==> src/rtl/array_shift_down_if.sv <==
// Request, load and readback signals of the array_shift_down engine.
// The master drives requests and the load/readback ports; the slave is the engine.
interface array_shift_down_if #(
    parameter int unsigned MemoryElementWidth = 12
);
    logic                          start;
    logic [MemoryElementWidth-1:0] array;
    logic [MemoryElementWidth-1:0] pos;
    logic                          busy;
    logic                          done;
    logic                          error;
    logic [MemoryElementWidth-1:0] value;
    logic                          wrEn;
    logic [MemoryElementWidth-1:0] wrArray;
    logic [MemoryElementWidth-1:0] wrIndex;
    logic [MemoryElementWidth-1:0] wrData;
    logic [MemoryElementWidth-1:0] rdArray;
    logic [MemoryElementWidth-1:0] rdIndex;
    logic [MemoryElementWidth-1:0] rdData;
    logic [MemoryElementWidth-1:0] rdSize;

    modport master (
        output start, array, pos, wrEn, wrArray, wrIndex, wrData, rdArray, rdIndex,
        input  busy, done, error, value, rdData, rdSize
    );

    modport slave (
        input  start, array, pos, wrEn, wrArray, wrIndex, wrData, rdArray, rdIndex,
        output busy, done, error, value, rdData, rdSize
    );
endinterface

==> src/rtl/array_shift_down.sv <==
// shiftDown engine: removes heap[NArea*array+pos], slides the tail down one slot per clock.
// Optional ARRAY_SHIFT_DOWN_CLEAR_EN zeroes the vacated slot when the removal completes.
module array_shift_down #(
    parameter int unsigned MemoryElementWidth = 12,
    parameter int unsigned NArea              = 4,
    parameter int unsigned NArrays            = 2
) (
    input logic               clock,
    input logic               reset,
    array_shift_down_if.slave bus
);
    localparam int unsigned Depth = NArea * NArrays;

    typedef logic [MemoryElementWidth-1:0] elem_t;
    typedef enum logic [1:0] {IDLE, READ, SHIFT, DONE} state_t;

    state_t      state, state_nxt;
    elem_t       heap  [Depth];
    elem_t       sizes [NArrays];
    elem_t       arr_q, pos_q, idx_q, value_q, rd_data_q, rd_size_q;
    logic        error_q;

    logic        arr_ok, pos_err, last_read, last_shift, finish_ok, wr_ok, rd_ok;
    elem_t       cur_size, heap_cur, heap_nxt;
    int unsigned base, cur_addr, wr_addr, rd_addr;

    always_comb begin
        arr_ok   = 32'(arr_q) < NArrays;
        base     = NArea * 32'(arr_q);
        cur_addr = base + 32'(idx_q);
        cur_size = '0;
        for (int unsigned k = 0; k < NArrays; k++)
            if (arr_ok && 32'(arr_q) == k) cur_size = sizes[k];
        heap_cur = '0;
        heap_nxt = '0;
        for (int unsigned k = 0; k < Depth; k++) begin
            if (k == cur_addr)         heap_cur = heap[k];
            if (k == cur_addr + 32'd1) heap_nxt = heap[k];
        end
        // size 0 always lands in pos_err, so the size-1 terms never matter on a wrap
        pos_err    = !arr_ok || (pos_q >= cur_size);
        last_read  = idx_q == cur_size - elem_t'(1);
        last_shift = idx_q + elem_t'(1) == cur_size - elem_t'(1);
        finish_ok  = (state == READ && !pos_err && last_read) || (state == SHIFT && last_shift);
        wr_ok      = bus.wrEn && (32'(bus.wrArray) < NArrays) && (32'(bus.wrIndex) < NArea);
        wr_addr    = NArea * 32'(bus.wrArray) + 32'(bus.wrIndex);
        rd_ok      = (32'(bus.rdArray) < NArrays) && (32'(bus.rdIndex) < NArea);
        rd_addr    = NArea * 32'(bus.rdArray) + 32'(bus.rdIndex);
    end

    always_comb begin
        state_nxt = state;
        case (state)
            IDLE:    if (bus.start) state_nxt = READ;
            READ:    state_nxt = (pos_err || last_read) ? DONE : SHIFT;
            SHIFT:   if (last_shift) state_nxt = DONE;
            DONE:    state_nxt = IDLE;
            default: state_nxt = IDLE;
        endcase
    end

    always_ff @(posedge clock) begin
        if (!reset) state <= IDLE;
        else        state <= state_nxt;
    end

    always_ff @(posedge clock) begin
        if (!reset) begin
            for (int unsigned k = 0; k < Depth; k++)   heap[k]  <= '0;
            for (int unsigned k = 0; k < NArrays; k++) sizes[k] <= '0;
            arr_q     <= '0;
            pos_q     <= '0;
            idx_q     <= '0;
            value_q   <= '0;
            error_q   <= 1'b0;
            rd_data_q <= '0;
            rd_size_q <= '0;
        end else begin
            rd_data_q <= '0;
            rd_size_q <= '0;
            for (int unsigned k = 0; k < Depth; k++)
                if (rd_ok && k == rd_addr) rd_data_q <= heap[k];
            for (int unsigned k = 0; k < NArrays; k++)
                if (32'(bus.rdArray) == k) rd_size_q <= sizes[k];

            case (state)
                IDLE: begin
                    // a write on the accept edge lands before READ looks at the heap
                    if (wr_ok) begin
                        for (int unsigned k = 0; k < Depth; k++)
                            if (k == wr_addr) heap[k] <= bus.wrData;
                        for (int unsigned k = 0; k < NArrays; k++)
                            if (32'(bus.wrArray) == k && (bus.wrIndex + elem_t'(1)) > sizes[k])
                                sizes[k] <= bus.wrIndex + elem_t'(1);
                    end
                    if (bus.start) begin
                        arr_q   <= bus.array;
                        pos_q   <= bus.pos;
                        idx_q   <= bus.pos;
                        value_q <= '0;
                        error_q <= 1'b0;
                    end
                end
                READ: begin
                    error_q <= pos_err;
                    value_q <= pos_err ? '0 : heap_cur;
                end
                SHIFT: begin
                    for (int unsigned k = 0; k < Depth; k++)
                        if (k == cur_addr) heap[k] <= heap_nxt;
                    idx_q <= idx_q + elem_t'(1);
                end
                default: ;
            endcase

            if (finish_ok) begin
                for (int unsigned k = 0; k < NArrays; k++)
                    if (32'(arr_q) == k) sizes[k] <= cur_size - elem_t'(1);
`ifdef ARRAY_SHIFT_DOWN_CLEAR_EN
                for (int unsigned k = 0; k < Depth; k++)
                    if (k == base + 32'(cur_size - elem_t'(1))) heap[k] <= '0;
`endif
            end
        end
    end

    assign bus.busy   = (state != IDLE);
    assign bus.done   = (state == DONE);
    assign bus.error  = error_q;
    assign bus.value  = value_q;
    assign bus.rdData = rd_data_q;
    assign bus.rdSize = rd_size_q;
endmodule

==> src/flat_wrapper.sv <==
// flat-port wrapper written by rule: the top's interface ports become plain ports
module array_shift_down_flat 
#(
    parameter int unsigned MemoryElementWidth = 12,
    parameter int unsigned NArea              = 4,
    parameter int unsigned NArrays            = 2
)
  (clock, reset, bus_start, bus_array, bus_pos, bus_wrEn, bus_wrArray, bus_wrIndex, bus_wrData, bus_rdArray, bus_rdIndex, bus_busy, bus_done, bus_error, bus_value, bus_rdData, bus_rdSize);
  array_shift_down_if #(.MemoryElementWidth(MemoryElementWidth)) bus_i ();
  input logic clock;
  input logic reset;
  input wire logic [$bits(bus_i.start)-1:0] bus_start;
  input wire logic [$bits(bus_i.array)-1:0] bus_array;
  input wire logic [$bits(bus_i.pos)-1:0] bus_pos;
  input wire logic [$bits(bus_i.wrEn)-1:0] bus_wrEn;
  input wire logic [$bits(bus_i.wrArray)-1:0] bus_wrArray;
  input wire logic [$bits(bus_i.wrIndex)-1:0] bus_wrIndex;
  input wire logic [$bits(bus_i.wrData)-1:0] bus_wrData;
  input wire logic [$bits(bus_i.rdArray)-1:0] bus_rdArray;
  input wire logic [$bits(bus_i.rdIndex)-1:0] bus_rdIndex;
  output wire logic [$bits(bus_i.busy)-1:0] bus_busy;
  output wire logic [$bits(bus_i.done)-1:0] bus_done;
  output wire logic [$bits(bus_i.error)-1:0] bus_error;
  output wire logic [$bits(bus_i.value)-1:0] bus_value;
  output wire logic [$bits(bus_i.rdData)-1:0] bus_rdData;
  output wire logic [$bits(bus_i.rdSize)-1:0] bus_rdSize;
  assign bus_i.start = bus_start;
  assign bus_i.array = bus_array;
  assign bus_i.pos = bus_pos;
  assign bus_i.wrEn = bus_wrEn;
  assign bus_i.wrArray = bus_wrArray;
  assign bus_i.wrIndex = bus_wrIndex;
  assign bus_i.wrData = bus_wrData;
  assign bus_i.rdArray = bus_rdArray;
  assign bus_i.rdIndex = bus_rdIndex;
  assign bus_busy = bus_i.busy;
  assign bus_done = bus_i.done;
  assign bus_error = bus_i.error;
  assign bus_value = bus_i.value;
  assign bus_rdData = bus_i.rdData;
  assign bus_rdSize = bus_i.rdSize;
  array_shift_down #(.MemoryElementWidth(MemoryElementWidth), .NArea(NArea), .NArrays(NArrays)) u_core (.clock(clock), .reset(reset), .bus(bus_i));
endmodule
==> config.mk <==
export PLATFORM = sky130hd
export DESIGN_NAME = array_shift_down_flat
export DESIGN_NICKNAME = d
export VERILOG_FILES = /design/src/rtl/array_shift_down_if.sv /design/src/rtl/array_shift_down.sv /design/src/flat_wrapper.sv
export SDC_FILE = /design/constraint.sdc
export NUM_CORES = 1
export LEC_CHECK = 0
export CAP_MARGIN = 40
export CORE_MARGIN = 5
export CORE_UTILIZATION = 43
export DETAILED_ROUTE_END_ITERATION = 12
export GPL_TIMING_DRIVEN = 0
export HOLD_SLACK_MARGIN = 0.15
export MAX_ROUTING_LAYER = met4
export PLACE_DENSITY_LB_ADDON = 0.25
export SYNTH_ARGS = -nofsm -noshare
export SYNTH_HDL_FRONTEND = slang
export SYNTH_SLANG_ARGS = --single-unit
export TNS_END_PERCENT = 20
==> constraint.sdc <==
create_clock -name clock -period 5.4 [get_ports clock]
set_input_delay 1.08 -clock clock [delete_from_list [all_inputs] [get_ports clock]]
set_output_delay 1.08 -clock clock [all_outputs]
set_load 0.01 [all_outputs]
==> impl_metrics.tcl <==
set metrics [dict create \
    final_cells 2245 \
    numPortBuffers 115 \
    ir_drop_uv 257 \
    worstPathMaxFanout 12 \
    htreeDepth 4 \
    ys_types 81 \
    rsz0062_at_grt "false" \
    power_density_mw_per_mm2 399 \
    grt_max_degree 19 \
    cp-end-kind "register" \
    first_global_vias 13600 \
    final_util_pct 51.4 \
    synth-async-reset-ratio_pct 0 \
    fin_nets 1959 \
    core_mm2 0.0327 \
    synth_compound_area_share_pct 23.6 \
    wl_per_cell_um 26.6 \
    finalClockSkew_ns 0.0159 \
    syn_to_final_growth_pct 17.3 \
    gp_congestion 1.01 \
    cap_viol_max_count 0 \
    run_status "completed" \
    via_per_inst 6.46 \
    syn-num-nets 1811 \
    synth_cells 1640 \
    fillerInstances 3179 \
    dr.pass1.iters 7 \
    io_pins 127 \
    holdCritPathClass "register to register" \
    clock_latency_ns 0.47 \
    r2r-end "u_core.heap[0][81]$_DFFE_PP_" \
    drc 0 \
    die_h_um 193 \
    synth_top_family_by_area "compound AO/OA/AOI/OAI gates" \
    clk_path_buf_depth 2 \
    dp_cells 2211 \
    seq_area_frac_synth_pct 35.6 \
    die_x_um 193 \
    setup_ws_ns 0.00995 \
    p_leak_nw 6.11 \
    drive_gt1_share_pct 7.83 \
    r2r-start "u_core.idx_q[0]$_SDFFE_PN0P_" \
    overflow 0 \
    holdPathEnd "u_core.pos_q[0]$_SDFFE_PN0P_" \
    rows 66 \
    hold_slack_ns 0.465 \
    required_ns 5.51 \
    cts_sinks 195 \
    hold_depth 2 \
    via_count 14500 \
    fin_crit_sh_pct 99.8 \
    drtAntennaViolNets 0 \
    relSlewSlack_pct 35.5 \
    syn-cell-area_mm2 0.0143 \
    ys_warn_count 0 \
    total_power_mw 6.71 \
    drt-total-wl_mm 59.6 \
    worstMarginPinSlew_ns 0.967 \
    hold_buffers 0 \
    synth_edf_count 120 \
    grt_pass1_wl_mm 86.6 \
    initial_utilization_pct 43.8 \
    antenna_found_initial 2 \
    slew_viol_final 0 \
    period_needed_ns 5.39 \
    drtIter0Drc 2075 \
    synthXorXnorAreaFrac_pct 2.44 \
    reg2reg_slack_ns 0.01 \
    synth_fa_ha_area_share_pct 7.40 \
    hold_viol_final 0 \
    criticalPathCategory "register to register" \
    dp_hpwl_mm 45.2 \
    finalSetupViolations 0 \
    synthSimpleGateAreaFrac_pct 20.0 \
    min-delay-start "u_core.pos_q[0]$_SDFFE_PN0P_" \
    fmax_mhz 186 \
    dieArea_mm2 0.0371 \
    synth.avg_cell_area_um2 8.74 \
    r2r_cells 9 \
    start_kind "register" \
    synthMuxAreaShare_pct 5.64 \
    root_buffer "clkbuf_16" \
    pre_cts_slack_ns -0.275 \
    ys_ff_latch 195 \
    synth_ff_type "edfxtp_1" \
    clk_pin_slew_worst_paths_ns 0.07 \
    cts_tree "built" \
    cts_made_buffers 17 \
    grt_usage_pct 32.5 \
    worstPathArrival_ns 5.50 \
]
cells in the final DEF (no fill, tap or decap), types with 12 or more instances in the layout:
cell             count
nor4_1              19
buf_1               21
nor3_1              42
o21ai_0            107
nand3_1             67
edfxtp_1           120
xnor2_1             30
a22o_1              22
dfxtp_1             75
ha_1                80
and3_1              12
o22ai_1             32
clkbuf_16           17
a32o_1              47
mux4_2              14
mux2_2              14
nand2b_1            23
a221o_1             23
nand2_1            163
a31o_2              19
and2_1              20
clkbuf_1            83
clkdlybuf4s50_1    115
nor2_1             147
or2_2               17
a21o_1              25
mux2i_1             30
inv_1               76
a21oi_1             94
nand4_1             23
registers in the layout, indices dropped and copies added (netlist names):
name	flops
u_core.bus.rdData	12
u_core.pos_q	12
u_core.sizes	24
u_core.arr_q	12
u_core.heap	96
u_core.idx_q	12
u_core.bus.rdSize	12
u_core.state	2
u_core.bus.error	1
u_core.bus.value	12
synthesized netlist by cell type, types with 21 or more instances:
library cell | instances | area share, %
nand2_1 | 165 | 4.3
clkbuf_1 | 84 | 2.2
xnor2_1 | 30 | 1.8
nand4_1 | 23 | 1.0
a32o_1 | 47 | 3.3
a221o_1 | 23 | 1.6
o22ai_1 | 32 | 1.4
mux2i_1 | 31 | 2.2
nor2_1 | 147 | 3.9
ha_1 | 80 | 7.0
buf_1 | 21 | 0.55
inv_1 | 76 | 2.0
o21ai_0 | 107 | 3.7
edfxtp_1 | 120 | 25
a21o_1 | 25 | 1.3
nand3_1 | 67 | 2.3
a22o_1 | 22 | 1.3
nand2b_1 | 23 | 1.0
a21oi_1 | 94 | 3.3
dfxtp_1 | 75 | 10
nor3_1 | 43 | 1.5
cells by family after synthesis:
kind of cell | count (synthesis)
flip-flops | 195
AO/OA/AOI/OAI | 480
multiplexers | 61
adder cells (fa/ha/maj) | 83
XOR/XNOR | 40
AND/OR/NAND/NOR | 589
buffers and inverters | 192
timing repair:
item / in CTS / in global routing
setup buffers: 0 / 1
gates resized for setup: 4 / 6
pin swaps: 0 / 0
setup endpoints to repair: 24 / 60
worst max path at each step:
| stage | endpoint | slack (ns) | startpoint | cells after the start |
|---|---|---|---|---|
| after floorplan | u_core.sizes[0][0]$_DFFE_PP_ | 0.97 | u_core.arr_q[1]$_SDFFE_PN0P_ | 16 |
| after global placement | u_core.sizes[0][7]$_DFFE_PP_ | -0.61 | u_core.arr_q[1]$_SDFFE_PN0P_ | 16 |
| after detailed placement | u_core.sizes[0][7]$_DFFE_PP_ | -0.27 | u_core.arr_q[1]$_SDFFE_PN0P_ | 17 |
| after CTS | u_core.heap[0][83]$_DFFE_PP_ | 0.03 | u_core.arr_q[0]$_SDFFE_PN0P_ | 14 |
| after global routing | u_core.sizes[0][5]$_DFFE_PP_ | 0.02 | u_core.arr_q[1]$_SDFFE_PN0P_ | 17 |
| final | u_core.heap[0][81]$_DFFE_PP_ | 0.01 | u_core.idx_q[0]$_SDFFE_PN0P_ | 9 |
where the power goes:
group / switching [mW] / internal (mW)
clock network: 0.654 / 0.650
registers: 0.168 / 1.69
logic: 2.41 / 1.14
total: 3.23 / 3.48
critical path, cell delays in order (launching register included):
cell and delay (ns):
dfxtp_1 0.39, inv_1 0.19, ha_1 0.23, clkbuf_1 0.58, clkbuf_1 0.79, clkbuf_1 0.78, clkbuf_1 0.61, a41oi_1 0.51
clkbuf_1 0.46, nand2_2 0.47
area by class of cell:
cell class / instances / area, µm² / area share (%)
diodes: 2 / 5.00 / 0.0298
plain buffers: 114 / 458 / 2.72
clock buffers: 17 / 425 / 2.53
clock inverters: 15 / 148 / 0.879
inverters: 77 / 289 / 1.72
multi-input cells: 1253 / 8530 / 50.8
flip-flops and latches: 195 / 5100 / 30.4
well taps: 442 / 553 / 3.29
repair buffers: 130 / 1290 / 7.70
per-stage QoR:
step	setup TNS (ns)	area, µm²
floorplan	0	14300
global placement	-11.07	16000
detailed placement	-3.47	16200
CTS	0	16800
global route	0	16800
finish	0	16800
per-layer routing:
layer / vias up / GRT usage [%] / wire, µm
met2: 878 / 44.9 / 24500
li1: 6487 / - / -
met4: 0 / 10.2 / 1730
met3: 125 / 10.5 / 7830
met5: - / - / 0
met1: 7003 / 45.1 / 25500
(Power assumes the default switching activity.)
